## config.mk

```make
export PLATFORM = sky130hd
export DESIGN_NAME = alu_muldiv_seq_flat
export DESIGN_NICKNAME = d
export VERILOG_FILES = /design/src/rtl/alu_muldiv_seq_pkg.sv /design/src/rtl/alu_muldiv_seq_if.sv /design/src/rtl/alu_muldiv_seq_alu.sv /design/src/rtl/alu_muldiv_seq.sv /design/src/flat_wrapper.sv
export SDC_FILE = /design/constraint.sdc
export NUM_CORES = 1
export LEC_CHECK = 0
export ABC_CLOCK_PERIOD_IN_PS = 11800
export BUFFER_PORTS_ARGS = -buffer_cell sky130_fd_sc_hd__buf_2
export CORE_ASPECT_RATIO = 2
export CORE_UTILIZATION = 64
export CTS_CLUSTER_DIAMETER = 200
export DETAILED_ROUTE_END_ITERATION = 8
export GPL_TIMING_DRIVEN = 0
export HOLD_SLACK_MARGIN = 0.1
export PLACE_DENSITY = 0.83
export SLEW_MARGIN = 20
export SYNTH_ARGS = -nofsm -noshare
export SYNTH_HDL_FRONTEND = slang
export SYNTH_SLANG_ARGS = --single-unit
```

## constraint.sdc

```tcl
create_clock -name clk -period 11.8 [get_ports clk]
set_input_delay 0.59 -clock clk [delete_from_list [all_inputs] [get_ports clk]]
set_output_delay 0.59 -clock clk [all_outputs]
set_load 0.02 [all_outputs]
```

## src/rtl/alu_muldiv_seq_pkg.sv

```systemverilog
// Shared op codes, ALU control encodings and sequencer states for the M-extension unit.
package alu_muldiv_seq_pkg;

    localparam logic [1:0] OP_MUL     = 2'b00;
    localparam logic [1:0] OP_MUL_ALT = 2'b01;
    localparam logic [1:0] OP_DIVU    = 2'b10;
    localparam logic [1:0] OP_REMU    = 2'b11;

    localparam logic [2:0] ALU_ADD = 3'b000;
    localparam logic [2:0] ALU_SUB = 3'b001;
    localparam logic [2:0] ALU_AND = 3'b010;
    localparam logic [2:0] ALU_OR  = 3'b011;
    localparam logic [2:0] ALU_SLT = 3'b101;

    typedef enum logic [2:0] {
        S_IDLE,
        S_MUL_RUN,
        S_DIV_CMP,
        S_DIV_SUB,
        S_DONE
    } state_t;

    function automatic logic is_mul(input logic [1:0] op);
        return (op == OP_MUL) || (op == OP_MUL_ALT);
    endfunction

endpackage

```

## src/rtl/alu_muldiv_seq_if.sv

```systemverilog
// Request/response bundle between the execute stage and the multiply/divide sequencer.
interface alu_muldiv_seq_if #(
    parameter int width = 32
);
    logic             start;
    logic [1:0]       op;
    logic [width-1:0] opA;
    logic [width-1:0] opB;
    logic             busy;
    logic             done;
    logic [width-1:0] result;

    modport master (output start, op, opA, opB, input busy, done, result);
    modport slave  (input start, op, opA, opB, output busy, done, result);
endinterface

```

## src/rtl/alu_muldiv_seq_alu.sv

```systemverilog
// Shared combinational ALU; SLT is an unsigned compare returning 1 when src_a < src_b.
module alu_muldiv_seq_alu
    import alu_muldiv_seq_pkg::*;
#(
    parameter int width = 32
) (
    input  logic [2:0]       alu_control,
    input  logic [width-1:0] src_a,
    input  logic [width-1:0] src_b,
    output logic [width-1:0] alu_result
);

    always_comb begin
        alu_result = '0;
        unique case (alu_control)
            ALU_ADD: alu_result = src_a + src_b;
            ALU_SUB: alu_result = src_a - src_b;
            ALU_AND: alu_result = src_a & src_b;
            ALU_OR:  alu_result = src_a | src_b;
            ALU_SLT: alu_result = {{(width-1){1'b0}}, (src_a < src_b)};
            default: alu_result = '0;
        endcase
    end

endmodule

```

## src/rtl/alu_muldiv_seq.sv

```systemverilog
// Sequential MUL/DIVU/REMU on one shared ALU; fixed latency W+1 (MUL), 2W+1 (DIV), 1 (div by zero).
// No backpressure: start is taken only in IDLE, done is a one-cycle pulse the core must capture.
module alu_muldiv_seq
    import alu_muldiv_seq_pkg::*;
#(
    parameter int width = 32
) (
    input  logic             clk,
    input  logic             reset,
    alu_muldiv_seq_if.slave  bus
);

    localparam int CW = $clog2(width) + 1;
    localparam logic [CW-1:0] CNT_LAST = CW'(width - 1);

    state_t           state, state_nxt;
    logic [1:0]       op_q;
    logic [width-1:0] b_q, acc, mc, mp, rem, quo, result_q;
    logic [CW-1:0]    cnt;
    logic             sub_flag, busy_q, done_q;

    logic [2:0]       alu_control;
    logic [width-1:0] src_a, src_b, alu_result;
    logic [width-1:0] rs, div_rem_nxt, div_quo_nxt;
    logic             last;

    alu_muldiv_seq_alu #(.width(width)) u_alu (
        .alu_control (alu_control),
        .src_a       (src_a),
        .src_b       (src_b),
        .alu_result  (alu_result)
    );

    assign rs          = {rem[width-2:0], quo[width-1]};
    assign last        = (cnt == CNT_LAST);
    assign div_rem_nxt = sub_flag ? alu_result : rem;
    assign div_quo_nxt = {quo[width-1:1], sub_flag};

    always_ff @(posedge clk) begin
        if (reset) state <= S_IDLE;
        else       state <= state_nxt;
    end

    always_comb begin
        state_nxt   = state;
        alu_control = ALU_ADD;
        src_a       = '0;
        src_b       = '0;
        unique case (state)
            S_IDLE: begin
                if (bus.start) begin
                    if (is_mul(bus.op))       state_nxt = S_MUL_RUN;
                    else if (bus.opB == '0)   state_nxt = S_DONE;
                    else                      state_nxt = S_DIV_CMP;
                end
            end
            S_MUL_RUN: begin
                src_a = acc;
                src_b = mc;
                if (last) state_nxt = S_DONE;
            end
            S_DIV_CMP: begin
                // A set rem MSB means the shifted value exceeds any W-bit divisor.
                if (!rem[width-1]) begin
                    alu_control = ALU_SLT;
                    src_a       = rs;
                    src_b       = b_q;
                end
                state_nxt = S_DIV_SUB;
            end
            S_DIV_SUB: begin
                if (sub_flag) begin
                    alu_control = ALU_SUB;
                    src_a       = rem;
                    src_b       = b_q;
                end
                state_nxt = last ? S_DONE : S_DIV_CMP;
            end
            S_DONE:  state_nxt = S_IDLE;
            default: state_nxt = S_IDLE;
        endcase
    end

    always_ff @(posedge clk) begin
        if (reset) begin
            op_q     <= '0;
            b_q      <= '0;
            acc      <= '0;
            mc       <= '0;
            mp       <= '0;
            rem      <= '0;
            quo      <= '0;
            cnt      <= '0;
            sub_flag <= 1'b0;
            busy_q   <= 1'b0;
            done_q   <= 1'b0;
            result_q <= '0;
        end else begin
            done_q <= 1'b0;
            unique case (state)
                S_IDLE: begin
                    if (bus.start) begin
                        op_q <= bus.op;
                        b_q  <= bus.opB;
                        acc  <= '0;
                        mc   <= bus.opA;
                        mp   <= bus.opB;
                        rem  <= '0;
                        quo  <= bus.opA;
                        cnt  <= '0;
                        if (!is_mul(bus.op) && (bus.opB == '0)) begin
                            done_q   <= 1'b1;
                            result_q <= (bus.op == OP_REMU) ? bus.opA : '1;
                        end else begin
                            busy_q <= 1'b1;
                        end
                    end
                end
                S_MUL_RUN: begin
                    if (mp[0]) acc <= alu_result;
                    mc  <= mc << 1;
                    mp  <= mp >> 1;
                    cnt <= cnt + CW'(1);
                    if (last) begin
                        busy_q   <= 1'b0;
                        done_q   <= 1'b1;
                        result_q <= mp[0] ? alu_result : acc;
                    end
                end
                S_DIV_CMP: begin
                    sub_flag <= rem[width-1] | (alu_result == '0);
                    rem      <= rs;
                    quo      <= quo << 1;
                end
                S_DIV_SUB: begin
                    rem <= div_rem_nxt;
                    quo <= div_quo_nxt;
                    cnt <= cnt + CW'(1);
                    if (last) begin
                        busy_q   <= 1'b0;
                        done_q   <= 1'b1;
                        result_q <= (op_q == OP_DIVU) ? div_quo_nxt : div_rem_nxt;
                    end
                end
                default: ;
            endcase
        end
    end

    assign bus.busy   = busy_q;
    assign bus.done   = done_q;
    assign bus.result = result_q;

endmodule

```

## src/flat_wrapper.sv

```systemverilog
// flat-port wrapper written by rule: the top's interface ports become plain ports
module alu_muldiv_seq_flat import alu_muldiv_seq_pkg::*;
#(
    parameter int width = 32
)
  (clk, reset, bus_start, bus_op, bus_opA, bus_opB, bus_busy, bus_done, bus_result);
  alu_muldiv_seq_if #(.width(width)) bus_i ();
  input  logic clk;
  input  logic reset;
  input wire logic [$bits(bus_i.start)-1:0] bus_start;
  input wire logic [$bits(bus_i.op)-1:0] bus_op;
  input wire logic [$bits(bus_i.opA)-1:0] bus_opA;
  input wire logic [$bits(bus_i.opB)-1:0] bus_opB;
  output wire logic [$bits(bus_i.busy)-1:0] bus_busy;
  output wire logic [$bits(bus_i.done)-1:0] bus_done;
  output wire logic [$bits(bus_i.result)-1:0] bus_result;
  assign bus_i.start = bus_start;
  assign bus_i.op = bus_op;
  assign bus_i.opA = bus_opA;
  assign bus_i.opB = bus_opB;
  assign bus_busy = bus_i.busy;
  assign bus_done = bus_i.done;
  assign bus_result = bus_i.result;
  alu_muldiv_seq #(.width(width)) u_core (.clk(clk), .reset(reset), .bus(bus_i));
endmodule
```

==> flow_summary.ini, run 1 <==
[clock_tree]
numCtsBuffers = 20
cts_root_buf = clkbuf_16
cts-resized-gates = 0
post_cts_buffers = 0
clk_path_buf_depth = 3
ctsHoldBuffers = 0
clock-sinks = 238
cts_max_level = 1

[logic_synthesis]
async_flop_share_pct = 0
synth_warnings = 0
syn_area_um2 = 15100
yosysMostFrequentCell = nand2_1
yosysSeqAreaShare_pct = 31.6
yosysTopAreaCell = dfxtp_1
synth-seq-cells = 238
synthTopCellsByCount = nand2_1, nor2_1, dfxtp_1
netlist_instances = 2062
synth_ff_type = dfxtp_1
syn-num-nets = 2197
synth_edf_count = 0
syn_area_per_cell_um2 = 7.32
netlist-cell-type-count = 88
synth_top_area_share_pct = 31.6
ys_top_cells_by_area = dfxtp_1, nand2_1, a21oi_1

[placed_design]
gp_congestion = 1.08
dp_cells = 2446
portBuffers = 101
hpwlAfterDp_um = 52500

[floorplanning]
initial_core_util_pct = 65.0
die_x_um = 111
num_rows = 79
io_pins = 103
die_h_um = 219

[run_status]
status = did not finish
haltStage = 5_1_grt
error = [ERROR GRT-0116] Global routing finished with congestion. Check the congestion regions in the DRC Viewer.

[global_route]
grt_first_pass_wirelength_um = 106000
overflow = 5
grt_max_degree = 17
grt_pass1_vias = 18900
track_usage_pct = 56.8
[per-stage QoR]
stage / hold slack (ns) / setup slack, ns / area, µm² / utilization, %
after floorplan: 0.434 / 7.29 / 15100 / -
after global placement: 0.442 / 4.11 / 16000 / 68.7
after detailed placement: 0.445 / 4.06 / 16000 / 68.7
after CTS: 0.319 / 4.04 / 16600 / 71.6
[routing by layer]
metal,track usage [%],GRT overflow
met3,20.4,0
met4,65.7,4
met2,90.3,1
met1,52.8,0
met5,0,0
[logic make-up after synthesis]
logic type	count (synthesis)	synth area share (%)
multiplexers	15	1.03
flip-flops	238	31.6
XOR/XNOR	10	0.580
buffers and inverters	262	6.67
adder cells (fa/ha/maj)	66	5.57
AO/OA/AOI/OAI	712	32.5
AND/OR/NAND/NOR	759	22.1
==> inputs of run 2 (changes only) <==
- CORE_ASPECT_RATIO: 2 -> default
- CORE_UTILIZATION: 64 -> 40
- CTS_CLUSTER_DIAMETER: 200 -> default
- HOLD_SLACK_MARGIN: 0.1 -> default
- PLACE_DENSITY: 0.83 -> default
- PLACE_DENSITY_LB_ADDON: default -> 0.15
==> run 2 against run 1 <==
Net effect: the flow now finishes, with violations (DRC); area after synthesis is the same; synthesized cell count is the same.
==> flow_summary.ini, run 2 <==
[worst_setup_path]
critPathTopFamily = compound AO/OA/AOI/OAI gates
cp-end-kind = flip-flop
path_common_cell = clkbuf_1
worstSetupEndpoint = u_core.bus.result[24]
crit_required_ns = 12.19
cp-startpoint = u_core.sub_flag
path_class = flip-flop to flip-flop
worstRegToRegCells = 20
critical_path_buf_inv_count = 5
cpPeakStageDelay_ns = 0.71
crit_fanout = 10
worst-r2r-setup-slack_ns = 4.40
cp.arrival_ns = 7.79
crit_path_start_kind = flip-flop
slowest_stage = nor2_1
path_depth = 20
worstPathCellList = clkbuf_1 > and2_1 > nor2_1 > nor2_1 > clkbuf_1 > clkbuf_1 > clkbuf_1 > a21boi_0 > ha_1 > buf_2 > a21oi_1 > o21ai_1 > a221o_1 > a21oi_1 > and2_1 > o21ai_0 > a22o_1 > o31ai_1 > nand2b_1 > a311oi_1
reg2reg_to = u_core.bus.result[24]
r2r-start = u_core.sub_flag

[finish]
fin_nets = 2328
diodes = 0
final_common_cell = nand2_1
layout_common_cells = nand2_1, nor2_1, dfxtp_1
seqCellArea_um2 = 4760
syn2layout_area_growth_pct = 14.0
multiInputGateArea_um2 = 9330
final_cells = 2719
drive_gt1_share_pct = 9.07
nFillCells = 3841

[floorplanning]
die_h_um = 196
initial_core_util_pct = 41.0
core_area_um2 = 36900
io_pins = 103
num_rows = 70
die_area_um2 = 38500
die_x_um = 196

[job]
maxCapViolCount = 0

[logic_synthesis]
syn-num-nets = 2197
async_flop_share_pct = 0
yosysTopAreaCell = dfxtp_1
netlist_instances = 2062
ys_top_cells_by_area = dfxtp_1, nand2_1, a21oi_1
synth-seq-cells = 238
synth_ff_type = dfxtp_1
synth_warnings = 0
yosysSeqAreaShare_pct = 31.6
synth_edf_count = 0
synthTopCellsByCount = nand2_1, nor2_1, dfxtp_1
syn_area_um2 = 15100
yosysMostFrequentCell = nand2_1
syn_area_per_cell_um2 = 7.32
synth_top_area_share_pct = 31.6
netlist-cell-type-count = 88

[clock_tree]
numCtsBuffers = 28
clk_pin_slew_ns = 0.06
cts-resized-gates = 0
clkLatencyLatePin_ns = 0.57
clock-sinks = 238
post_cts_buffers = 0
clk_path_buf_depth = 3
tritoncts = built
cts_root_buf = clkbuf_16
cts_max_level = 1
ctsHoldBuffers = 0

[pwr]
ir_worst_vdd_uv = 123
p_leak_nw = 7.25
powerDensity_nw_per_um2 = 144

[timing]
worstMarginPinSlew_ns = 1.29
whs_ns = 0.284
slew_headroom_pct = 13.3
report.final.hold_viol_count = 0
drv_slew = 0
clock.fmax_mhz = 135
fin_setup_tns_ns = 0
finalCritPeriodShare_pct = 62.7
fin_ws_ns = 4.40
rsz0062_at_grt = false
clock-skew-final_ns = 0.0266
period_minus_slack_ns = 7.40
finalSetupViolations = 0

[route]
antenna_left = 0
route.detailed.drc = 1
drt_first_iter_violations = 2488
dr.pass1.iters = 9
dr_total_vias = 17200
wl_per_cell_um = 25.8
routed_via_density = 6.33
drt_wl_total_um = 70200

[placed_design]
gp_congestion = 1.01
hpwlAfterDp_um = 55400
portBuffers = 101
dp_cells = 2667
dp_slack_ns = 4.68

[global_route]
track_usage_pct = 35.8
overflow = 0
antenna_found_initial = 0
grt_pass1_vias = 16100
grt_max_degree = 14
grt_first_pass_wirelength_um = 103000

[run_status]
status = finished with violations
failed_checks = DRC

[hold_path]
min_from = bus_opB[24]
hold_path.class = primary input to flip-flop
[run 2: cell counts after synthesis]
Identical to the previous run, type by type.
[run 2: worst min path at each step]
stage,endpoint,slack (ns),cells past startpoint
3_3_place_gp,u_core.b_q[27],0.44,2
5_1_grt,u_core.b_q[23],0.30,3
3_5_place_dp,u_core.b_q[28],0.45,2
6_report,u_core.b_q[24],0.28,3
2_1_floorplan,u_core.b_q[10],0.43,2
4_1_cts,u_core.b_q[24],0.28,3
[run 2: area by class of cell]
class | instances | area share, %
Inverter | 92 | 2.01
Buffer | 170 | 3.85
Tap cell | 504 | 3.66
Multi-Input combinational cell | 1562 | 54.2
Sequential cell | 238 | 27.7
Clock buffer | 42 | 5.02
Timing Repair Buffer | 101 | 2.94
Clock inverter | 10 | 0.632
[run 2: report_power, final]
part	total, mW	leakage (nW)	internal, mW	switching (mW)
clock network	0.913	0.479	0.548	0.365
registers	0.918	1.95	0.863	0.0547
logic	0.655	4.82	0.188	0.466
[run 2: cells by family after synthesis]
group | share of synthesized area (%)
compound gates | 32.5
xor+xnor | 0.580
fa+ha+maj | 5.57
buf+inv | 6.67
flops | 31.6
mux | 1.03
simple gates | 22.1
[run 2: per-layer routing]
metal | vias up | share of wire (%) | track usage (%) | wire [µm]
li1 | 7798 | - | - | -
met1 | 8185 | 40 | 46.8 | 28200
met2 | 1037 | 43 | 54.5 | 30100
met3 | 194 | 9.9 | 6.21 | 6920
met4 | 0 | 7.1 | 22.7 | 5020
met5 | - | 0 | 0 | 0
[run 2: tightest hold or removal path, stage by stage]
cell,delay [ns]
buf_2,0.11
nand2_1,0.05
a21oi_1,0.05
[run 2: through the flow]
stage / cell area (µm²) / total power [mW] / util, %
after floorplan: 15100 / 1.31 / -
after global placement: 16200 / 1.56 / 44.0
after detailed placement: 16200 / 1.56 / 44.0
after CTS: 17200 / 2.46 / 46.7
after global routing: 17200 / 2.57 / 46.7
final: 17200 / 2.49 / 46.7
Note: power is estimated with default switching activity, not from simulation.
